**config.mk**
```make
export PLATFORM = sky130hd
export DESIGN_NAME = alu_control_sequencer_flat
export DESIGN_NICKNAME = d
export VERILOG_FILES = /design/src/rtl/alu_control_sequencer_if.sv /design/src/rtl/alu_control_sequencer.sv /design/src/flat_wrapper.sv
export SDC_FILE = /design/constraint.sdc
export NUM_CORES = 1
export LEC_CHECK = 0
export BUFFER_PORTS_ARGS = -buffer_cell sky130_fd_sc_hd__buf_2
export CAP_MARGIN = 20
export CORE_ASPECT_RATIO = 0.6
export CORE_MARGIN = 3
export CORE_UTILIZATION = 41
export CTS_CLUSTER_SIZE = 16
export DETAILED_ROUTE_END_ITERATION = 10
export GPL_TIMING_DRIVEN = 0
export PLACE_DENSITY_LB_ADDON = 0.05
export SLEW_MARGIN = 20
export SYNTH_ARGS = -nofsm -noshare
export SYNTH_HDL_FRONTEND = slang
export SYNTH_SLANG_ARGS = --single-unit
```
**constraint.sdc**
```tcl
create_clock -name clock -period 2.15 [get_ports clock]
set_clock_uncertainty 0.05 [all_clocks]
set_input_delay 0.3225 -clock clock [delete_from_list [all_inputs] [get_ports clock]]
set_output_delay 0.3225 -clock clock [all_outputs]
set_load 0.02 [all_outputs]
```
**src/rtl/alu_control_sequencer_if.sv**
```systemverilog
// Control-strobe bus between the hardwired sequencer (master) and the datapath (slave).
// Carries IR/memory-ready into the sequencer and every datapath strobe back out.
interface alu_control_sequencer_if #(
  parameter int NREG = 16
);
  logic [31:0]     ir;
  logic            mem_ready;
  logic            PCout;
  logic            MARin;
  logic            IncPC;
  logic            Read;
  logic            MDRin;
  logic            MDRout;
  logic            IRin;
  logic            Yin;
  logic            ZLowIn;
  logic            ZHighIn;
  logic            ZLowOut;
  logic            ZHighOut;
  logic            LOin;
  logic            HIin;
  logic [NREG-1:0] Rin;
  logic [NREG-1:0] Rout;
  logic [4:0]      alu_op;
  logic            run;
  logic            illegal;

  modport master (
    input  ir, mem_ready,
    output PCout, MARin, IncPC, Read, MDRin, MDRout, IRin, Yin,
    output ZLowIn, ZHighIn, ZLowOut, ZHighOut, LOin, HIin,
    output Rin, Rout, alu_op, run, illegal
  );

  modport slave (
    output ir, mem_ready,
    input  PCout, MARin, IncPC, Read, MDRin, MDRout, IRin, Yin,
    input  ZLowIn, ZHighIn, ZLowOut, ZHighOut, LOin, HIin,
    input  Rin, Rout, alu_op, run, illegal
  );
endinterface

```
**src/rtl/alu_control_sequencer.sv**
```systemverilog
// Hardwired fetch/execute control unit producing T0..T6 datapath strobes from IR.
// Optional single-step gate on instruction fetch: define CU_SINGLE_STEP_EN.
module alu_control_sequencer #(
  parameter int NREG           = 16,
  parameter int FETCH_WAIT_MAX = 15
) (
  input  logic clock,
  input  logic clear,
`ifdef CU_SINGLE_STEP_EN
  input  logic step,
`endif
  alu_control_sequencer_if.master bus
);

  localparam int CW = $clog2(FETCH_WAIT_MAX + 1);
  localparam logic [CW-1:0] WAIT_LAST = CW'(FETCH_WAIT_MAX - 1);

  localparam logic [4:0] OP_ADD  = 5'h03;
  localparam logic [4:0] OP_SHL  = 5'h0B;
  localparam logic [4:0] OP_MUL  = 5'h0F;
  localparam logic [4:0] OP_DIV  = 5'h10;
  localparam logic [4:0] OP_NOP  = 5'h1A;
  localparam logic [4:0] OP_HALT = 5'h1B;

  typedef enum logic [3:0] {
    S_RESET,
    S_FETCH0,
    S_FETCH1,
    S_FETCH2,
    S_EXEC3,
    S_EXEC4,
    S_EXEC5,
    S_EXEC6,
    S_HALT
  } state_t;

  state_t        state_q, state_d;
  logic [CW-1:0] wait_cnt_q, wait_cnt_d;
  logic          illegal_q, illegal_d;

  logic [4:0] opcode;
  logic [3:0] ra, rb, rc;
  logic       is_alu, is_muldiv, regs_ok, exec_ok, fetch_go;
  logic       unused_ir_bits;

  assign opcode = bus.ir[31:27];
  assign ra     = bus.ir[26:23];
  assign rb     = bus.ir[22:19];
  assign rc     = bus.ir[18:15];
  assign unused_ir_bits = ^bus.ir[14:0];

  function automatic logic idx_ok(input logic [3:0] idx);
    return 32'(idx) < NREG;
  endfunction

  // mul/div never write Ra, so its index is only checked for plain ALU ops
  assign is_alu    = (opcode >= OP_ADD) && (opcode <= OP_SHL);
  assign is_muldiv = (opcode == OP_MUL) || (opcode == OP_DIV);
  assign regs_ok   = idx_ok(rb) && idx_ok(rc) && (is_muldiv || idx_ok(ra));
  assign exec_ok   = (is_alu || is_muldiv) && regs_ok;

`ifdef CU_SINGLE_STEP_EN
  assign fetch_go = step;
`else
  assign fetch_go = 1'b1;
`endif

  always_ff @(posedge clock or negedge clear) begin
    if (!clear) begin
      state_q    <= S_RESET;
      wait_cnt_q <= '0;
      illegal_q  <= 1'b0;
    end else begin
      state_q    <= state_d;
      wait_cnt_q <= wait_cnt_d;
      illegal_q  <= illegal_d;
    end
  end

  assign bus.run     = (state_q != S_HALT);
  assign bus.illegal = illegal_q;

  always_comb begin
    state_d      = state_q;
    wait_cnt_d   = wait_cnt_q;
    illegal_d    = illegal_q;
    bus.PCout    = 1'b0;
    bus.MARin    = 1'b0;
    bus.IncPC    = 1'b0;
    bus.Read     = 1'b0;
    bus.MDRin    = 1'b0;
    bus.MDRout   = 1'b0;
    bus.IRin     = 1'b0;
    bus.Yin      = 1'b0;
    bus.ZLowIn   = 1'b0;
    bus.ZHighIn  = 1'b0;
    bus.ZLowOut  = 1'b0;
    bus.ZHighOut = 1'b0;
    bus.LOin     = 1'b0;
    bus.HIin     = 1'b0;
    bus.Rin      = '0;
    bus.Rout     = '0;
    bus.alu_op   = '0;

    case (state_q)
      S_RESET: state_d = S_FETCH0;

      S_FETCH0: begin
        if (fetch_go) begin
          bus.PCout  = 1'b1;
          bus.MARin  = 1'b1;
          bus.IncPC  = 1'b1;
          bus.ZLowIn = 1'b1;
          state_d    = S_FETCH1;
        end
      end

      S_FETCH1: begin
        bus.Read  = 1'b1;
        bus.MDRin = 1'b1;
        // a late mem_ready on the final allowed cycle still completes the fetch
        if (bus.mem_ready) begin
          state_d    = S_FETCH2;
          wait_cnt_d = '0;
        end else if (wait_cnt_q == WAIT_LAST) begin
          state_d    = S_HALT;
          illegal_d  = 1'b1;
          wait_cnt_d = '0;
        end else begin
          wait_cnt_d = wait_cnt_q + CW'(1);
        end
      end

      S_FETCH2: begin
        bus.MDRout = 1'b1;
        bus.IRin   = 1'b1;
        state_d    = S_EXEC3;
      end

      S_EXEC3: begin
        if (opcode == OP_NOP) begin
          state_d = S_FETCH0;
        end else if (opcode == OP_HALT) begin
          state_d = S_HALT;
        end else if (!exec_ok) begin
          state_d   = S_HALT;
          illegal_d = 1'b1;
        end else begin
          bus.Rout = NREG'(1) << rb;
          bus.Yin  = 1'b1;
          state_d  = S_EXEC4;
        end
      end

      S_EXEC4: begin
        bus.Rout    = NREG'(1) << rc;
        bus.ZLowIn  = 1'b1;
        bus.ZHighIn = is_muldiv;
        bus.alu_op  = opcode;
        state_d     = S_EXEC5;
      end

      S_EXEC5: begin
        bus.ZLowOut = 1'b1;
        if (is_muldiv) begin
          bus.LOin = 1'b1;
          state_d  = S_EXEC6;
        end else begin
          bus.Rin  = NREG'(1) << ra;
          state_d  = S_FETCH0;
        end
      end

      S_EXEC6: begin
        bus.ZHighOut = 1'b1;
        bus.HIin     = 1'b1;
        state_d      = S_FETCH0;
      end

      S_HALT: state_d = S_HALT;

      default: state_d = S_RESET;
    endcase
  end

endmodule

```
**src/flat_wrapper.sv**
```systemverilog
// flat-port wrapper written by rule: the top's interface ports become plain ports
module alu_control_sequencer_flat 
#(
  parameter int NREG           = 16,
  parameter int FETCH_WAIT_MAX = 15
)
  (clock, clear, bus_ir, bus_mem_ready, bus_PCout, bus_MARin, bus_IncPC, bus_Read, bus_MDRin, bus_MDRout, bus_IRin, bus_Yin, bus_ZLowIn, bus_ZHighIn, bus_ZLowOut, bus_ZHighOut, bus_LOin, bus_HIin, bus_Rin, bus_Rout, bus_alu_op, bus_run, bus_illegal);
  alu_control_sequencer_if #(.NREG(NREG)) bus_i ();
  input  logic clock;
  input  logic clear;
  input wire logic [$bits(bus_i.ir)-1:0] bus_ir;
  input wire logic [$bits(bus_i.mem_ready)-1:0] bus_mem_ready;
  output wire logic [$bits(bus_i.PCout)-1:0] bus_PCout;
  output wire logic [$bits(bus_i.MARin)-1:0] bus_MARin;
  output wire logic [$bits(bus_i.IncPC)-1:0] bus_IncPC;
  output wire logic [$bits(bus_i.Read)-1:0] bus_Read;
  output wire logic [$bits(bus_i.MDRin)-1:0] bus_MDRin;
  output wire logic [$bits(bus_i.MDRout)-1:0] bus_MDRout;
  output wire logic [$bits(bus_i.IRin)-1:0] bus_IRin;
  output wire logic [$bits(bus_i.Yin)-1:0] bus_Yin;
  output wire logic [$bits(bus_i.ZLowIn)-1:0] bus_ZLowIn;
  output wire logic [$bits(bus_i.ZHighIn)-1:0] bus_ZHighIn;
  output wire logic [$bits(bus_i.ZLowOut)-1:0] bus_ZLowOut;
  output wire logic [$bits(bus_i.ZHighOut)-1:0] bus_ZHighOut;
  output wire logic [$bits(bus_i.LOin)-1:0] bus_LOin;
  output wire logic [$bits(bus_i.HIin)-1:0] bus_HIin;
  output wire logic [$bits(bus_i.Rin)-1:0] bus_Rin;
  output wire logic [$bits(bus_i.Rout)-1:0] bus_Rout;
  output wire logic [$bits(bus_i.alu_op)-1:0] bus_alu_op;
  output wire logic [$bits(bus_i.run)-1:0] bus_run;
  output wire logic [$bits(bus_i.illegal)-1:0] bus_illegal;
  assign bus_i.ir = bus_ir;
  assign bus_i.mem_ready = bus_mem_ready;
  assign bus_PCout = bus_i.PCout;
  assign bus_MARin = bus_i.MARin;
  assign bus_IncPC = bus_i.IncPC;
  assign bus_Read = bus_i.Read;
  assign bus_MDRin = bus_i.MDRin;
  assign bus_MDRout = bus_i.MDRout;
  assign bus_IRin = bus_i.IRin;
  assign bus_Yin = bus_i.Yin;
  assign bus_ZLowIn = bus_i.ZLowIn;
  assign bus_ZHighIn = bus_i.ZHighIn;
  assign bus_ZLowOut = bus_i.ZLowOut;
  assign bus_ZHighOut = bus_i.ZHighOut;
  assign bus_LOin = bus_i.LOin;
  assign bus_HIin = bus_i.HIin;
  assign bus_Rin = bus_i.Rin;
  assign bus_Rout = bus_i.Rout;
  assign bus_alu_op = bus_i.alu_op;
  assign bus_run = bus_i.run;
  assign bus_illegal = bus_i.illegal;
  alu_control_sequencer #(.NREG(NREG), .FETCH_WAIT_MAX(FETCH_WAIT_MAX)) u_core (.clock(clock), .clear(clear), .bus(bus_i));
endmodule
```
==> impl_metrics.csv <==
group,metric,value,unit
yosys,synth_seq_cells,9,
worst_hold_path,hold_path_depth,3,
yosys,netlist_instances,170,
pwr,power_frac_clock,11.2,%
yosys,syn_avg_cell_area,7.04,um^2
yosys,ys_types,44,
sta,clock.fmax,0.439,GHz
critical_path,r2r_setup_slack,0.38,ns
yosys,synth_compound_area_share,26.1,%
sta,postLayoutSetupSlackWorst,-0.126,ns
critical_path,start_kind,"flip-flop",
yosys,synthMuxAreaShare,0,%
yosys,syn-num-nets,207,
yosys,synthSimpleGateAreaFrac,44.4,%
critical_path,rr_worst_depth,5,
die,die_w,75.8,um
global_route,antenna_found_initial,0,
clock_tree,cts_root_buffer,"clkbuf_8",
yosys,ys_top_cells_by_area,"dfrtp_1 19%, nand2b_1 8.4%, nor2_1 6.6%, nand2_1 5.6%, o31ai_1 4.4%",
sta,period_share,106,%
pwr,internal_power,0.000906,W
pwr,p_leak,1.04,nW
critical_path,max_stage_delay,0.42,ns
die,dieArea,3630,um^2
sta,tightest_slew,0.464,ns
critical_path,path_class,"flip-flop to output pin",
sta,setup_violations,26,
clock_tree,insertion_delay,0.24,ns
drt,vias,1892,
critical_path,critPathRequiredTime,1.78,ns
placement,port_buffers,72,
layout,drive_gt1_share,53.8,%
layout,fillerInstances,151,
drt,routed_wl,5.43,mm
drt,drc_errors,0,
clock_tree,cts.sinks,9,
global_route,grt_pass1_wl,7.13,mm
pwr,p_seq_share,19.0,%
global_route,grtUsageMet2,36.1,%
yosys,synth_top_area_share,18.8,%
pwr,switching_share,48.6,%
drt,first_iter_violations,231,
worst_hold_path,hold_path_class,"input pin to flip-flop",
yosys,yosysSeqAreaShare,18.8,%
run_status,violations,"negative setup slack",
drt,wl_per_cell,17.7,um
sta,hold_viol_final,0,
layout,fin_nets,304,
pwr,p_per_area,794,nW/um^2
sta,rsz0062_at_grt,"yes",
layout,multi_input_area,1150,um^2
yosys,synth_area,1200,um^2
die,initial_utilization,45.3,%
sta,tns,-1.45,ns
clock_tree,ctsHtreeMaxLevel,1,
layout,final_common_cell,"buf_4",
layout,area_growth_syn_to_layout,85.4,%
run_status,status,"complete, but fails checks",
placement,hpwl,2.98,mm
yosys,synthAdderAreaFrac,2.09,%
critical_path,arrival,1.90,ns
pwr,combPwrFrac,69.9,%
critical_path,critPathMaxFanout,6,
layout,final_cell_mix,"46 x buf_4, 42 x buf_2, 20 x nor2_1",
die,ioPinCount,88,
critical_path,worstPathCellList,"nand2b_4, nor3_4, nand4b_1, nor3_2, buf_4",
critical_path,endpoint_kind,"output pin",
drt,viasPerCell,6.18,
global_route,grt_pass1_vias,1478,
global_route,grt_start_max_net_pins,11,
sta,final_max_slew_viol_count,0,
critical_path,critPathSlowestCell,"dfrtp_2",
yosys,synth_xor_area_share,0,%
run,maxCapViolations,0,
clock_tree,clk_pin_slew,0.04,ns
sta,finalCriticalPeriod,2.28,ns
clock_tree,cts_tree,"yes",
yosys,synth_top_area_cell,"dfrtp_1",
die,die_h,47.9,um
layout,n_antenna_cell,0,
global_route,grt_use_met1,39.1,%
die,row_count,14,
global_route,track_usage,26.1,%
global_route,gr-total-overflow,0,
layout,final_core_util,83.9,%
yosys,yosys_warnings,0,
drt,drtAntennaViolNets,0,
global_route,use_met3,6.29,%
yosys,synth_top_family_by_area,"simple AND/OR/NAND/NOR gates",
placement,globalplace.congestion,0.829,
global_route,top_usage_layer,"met1",
pwr,power_switching,0.000857,W
drt,first_pass_iters,5,
clock_tree,cts_made_buffers,3,
sta,slew_headroom,69.1,%
die,core_area,2650,um^2
clock_tree,cts.path.max_buffers,2,
pwr,vdd_drop_max,0.675,mV
layout,regArea,228,um^2
through the flow:
step	cell area (um^2)	power (W)	setup slack, ns	hold WS (ns)	std cells
floorplan	1230	0.000899	-0.198	-0.0231	170
global placement	1640	0.00115	-0.218	0.132	282
detailed placement	1640	0.00115	-0.209	0.133	282
CTS	1950	0.00149	-0.0638	0.380	293
global route	2220	0.00187	-0.208	0.413	306
finish	2220	0.00176	-0.126	0.389	306
worst max-delay path: cells and delay by family (launching register included):
| family | cells | cell delay, ns |
|---|---|---|
| flops | 1 | 0.42 |
| buf+inv | 1 | 0.17 |
| simple gates | 4 | 1.07 |
registers in the layout (all words and copies together) (netlist names):
register and count:
u_core.state_q 4, u_core.bus.illegal 1, u_core.wait_cnt_q 4
final timing paths:
| path | start | endpoint |
|---|---|---|
| min reg2reg | u_core.bus.illegal$_DFFE_PN0P_ | u_core.bus.illegal$_DFFE_PN0P_ |
| max reg2reg | u_core.state_q[3]$_DFFE_PN0P_ | u_core.wait_cnt_q[3]$_DFFE_PN0P_ |
| min | bus_ir[29] | u_core.bus.illegal$_DFFE_PN0P_ |
| max in group asynchronous | clear | u_core.state_q[0]$_DFFE_PN0P_ |
| min in group asynchronous | clear | u_core.wait_cnt_q[3]$_DFFE_PN0P_ |
| max | u_core.state_q[3]$_DFFE_PN0P_ | bus_Rin[8] |
Yosys cell counts, drive strengths merged:
library cell	instances
nor2	21
nand2	18
nand2b	16
inv	10
o31ai	10
dfrtp	9
nor3	9
a21oi	8
buf	7
nand3	7
o21ai	7
o41ai	6
nand4	4
and2	3
clkbuf	3
nor2b	3
nor3b	3
o22ai	3
ha	2
nand4b	2
nand4bb	2
o32ai	2
or4b	2
a2bb2oi	1
a311o	1
a31o	1
and3	1
nand3b	1
nor4b	1
o211ai	1
o21a	1
o221ai	1
or2	1
or2b	1
or3	1
or4	1
kinds of logic after synthesis:
family	count (synthesis)
compound gates	42
buf+inv	20
fa+ha+maj	2
flops	9
simple gates	97
metal layers:
layer  up-vias  routed length [um]
met3        30                 693
met2       171                2350
met4         0                 155
met5         -                   0
met1       864                2230
li1        827                   -
power groups by stage:
stage	clock (W)	sequential, W	combinational [W]
after floorplan	0	0.000300	0.000599
after global placement	0	0.000301	0.000847
after detailed placement	0	0.000302	0.000844
after CTS	0.000201	0.000319	0.000973
after global routing	0.000212	0.000345	0.00131
final	0.000197	0.000335	0.00123
layout make-up:
class	instances	area share (%)
buffer	8	3.21
timing repair buffer	93	28.5
multi-input combinational	142	52.0
clock buffer	4	2.03
sequential	9	10.3
tap	40	2.25
inverter	10	1.69
what timing repair did:
item                                    in CTS  in global routing
pin swaps                                   15                 21
endpoints found under the setup margin      38                 36
cloned                                       2                  0
endpoints found under the hold margin        9                  0
setup buffers                                6                 13
hold buffers                                 1                  0
gates resized for setup                     45                 41
(Power assumes the default switching activity.)
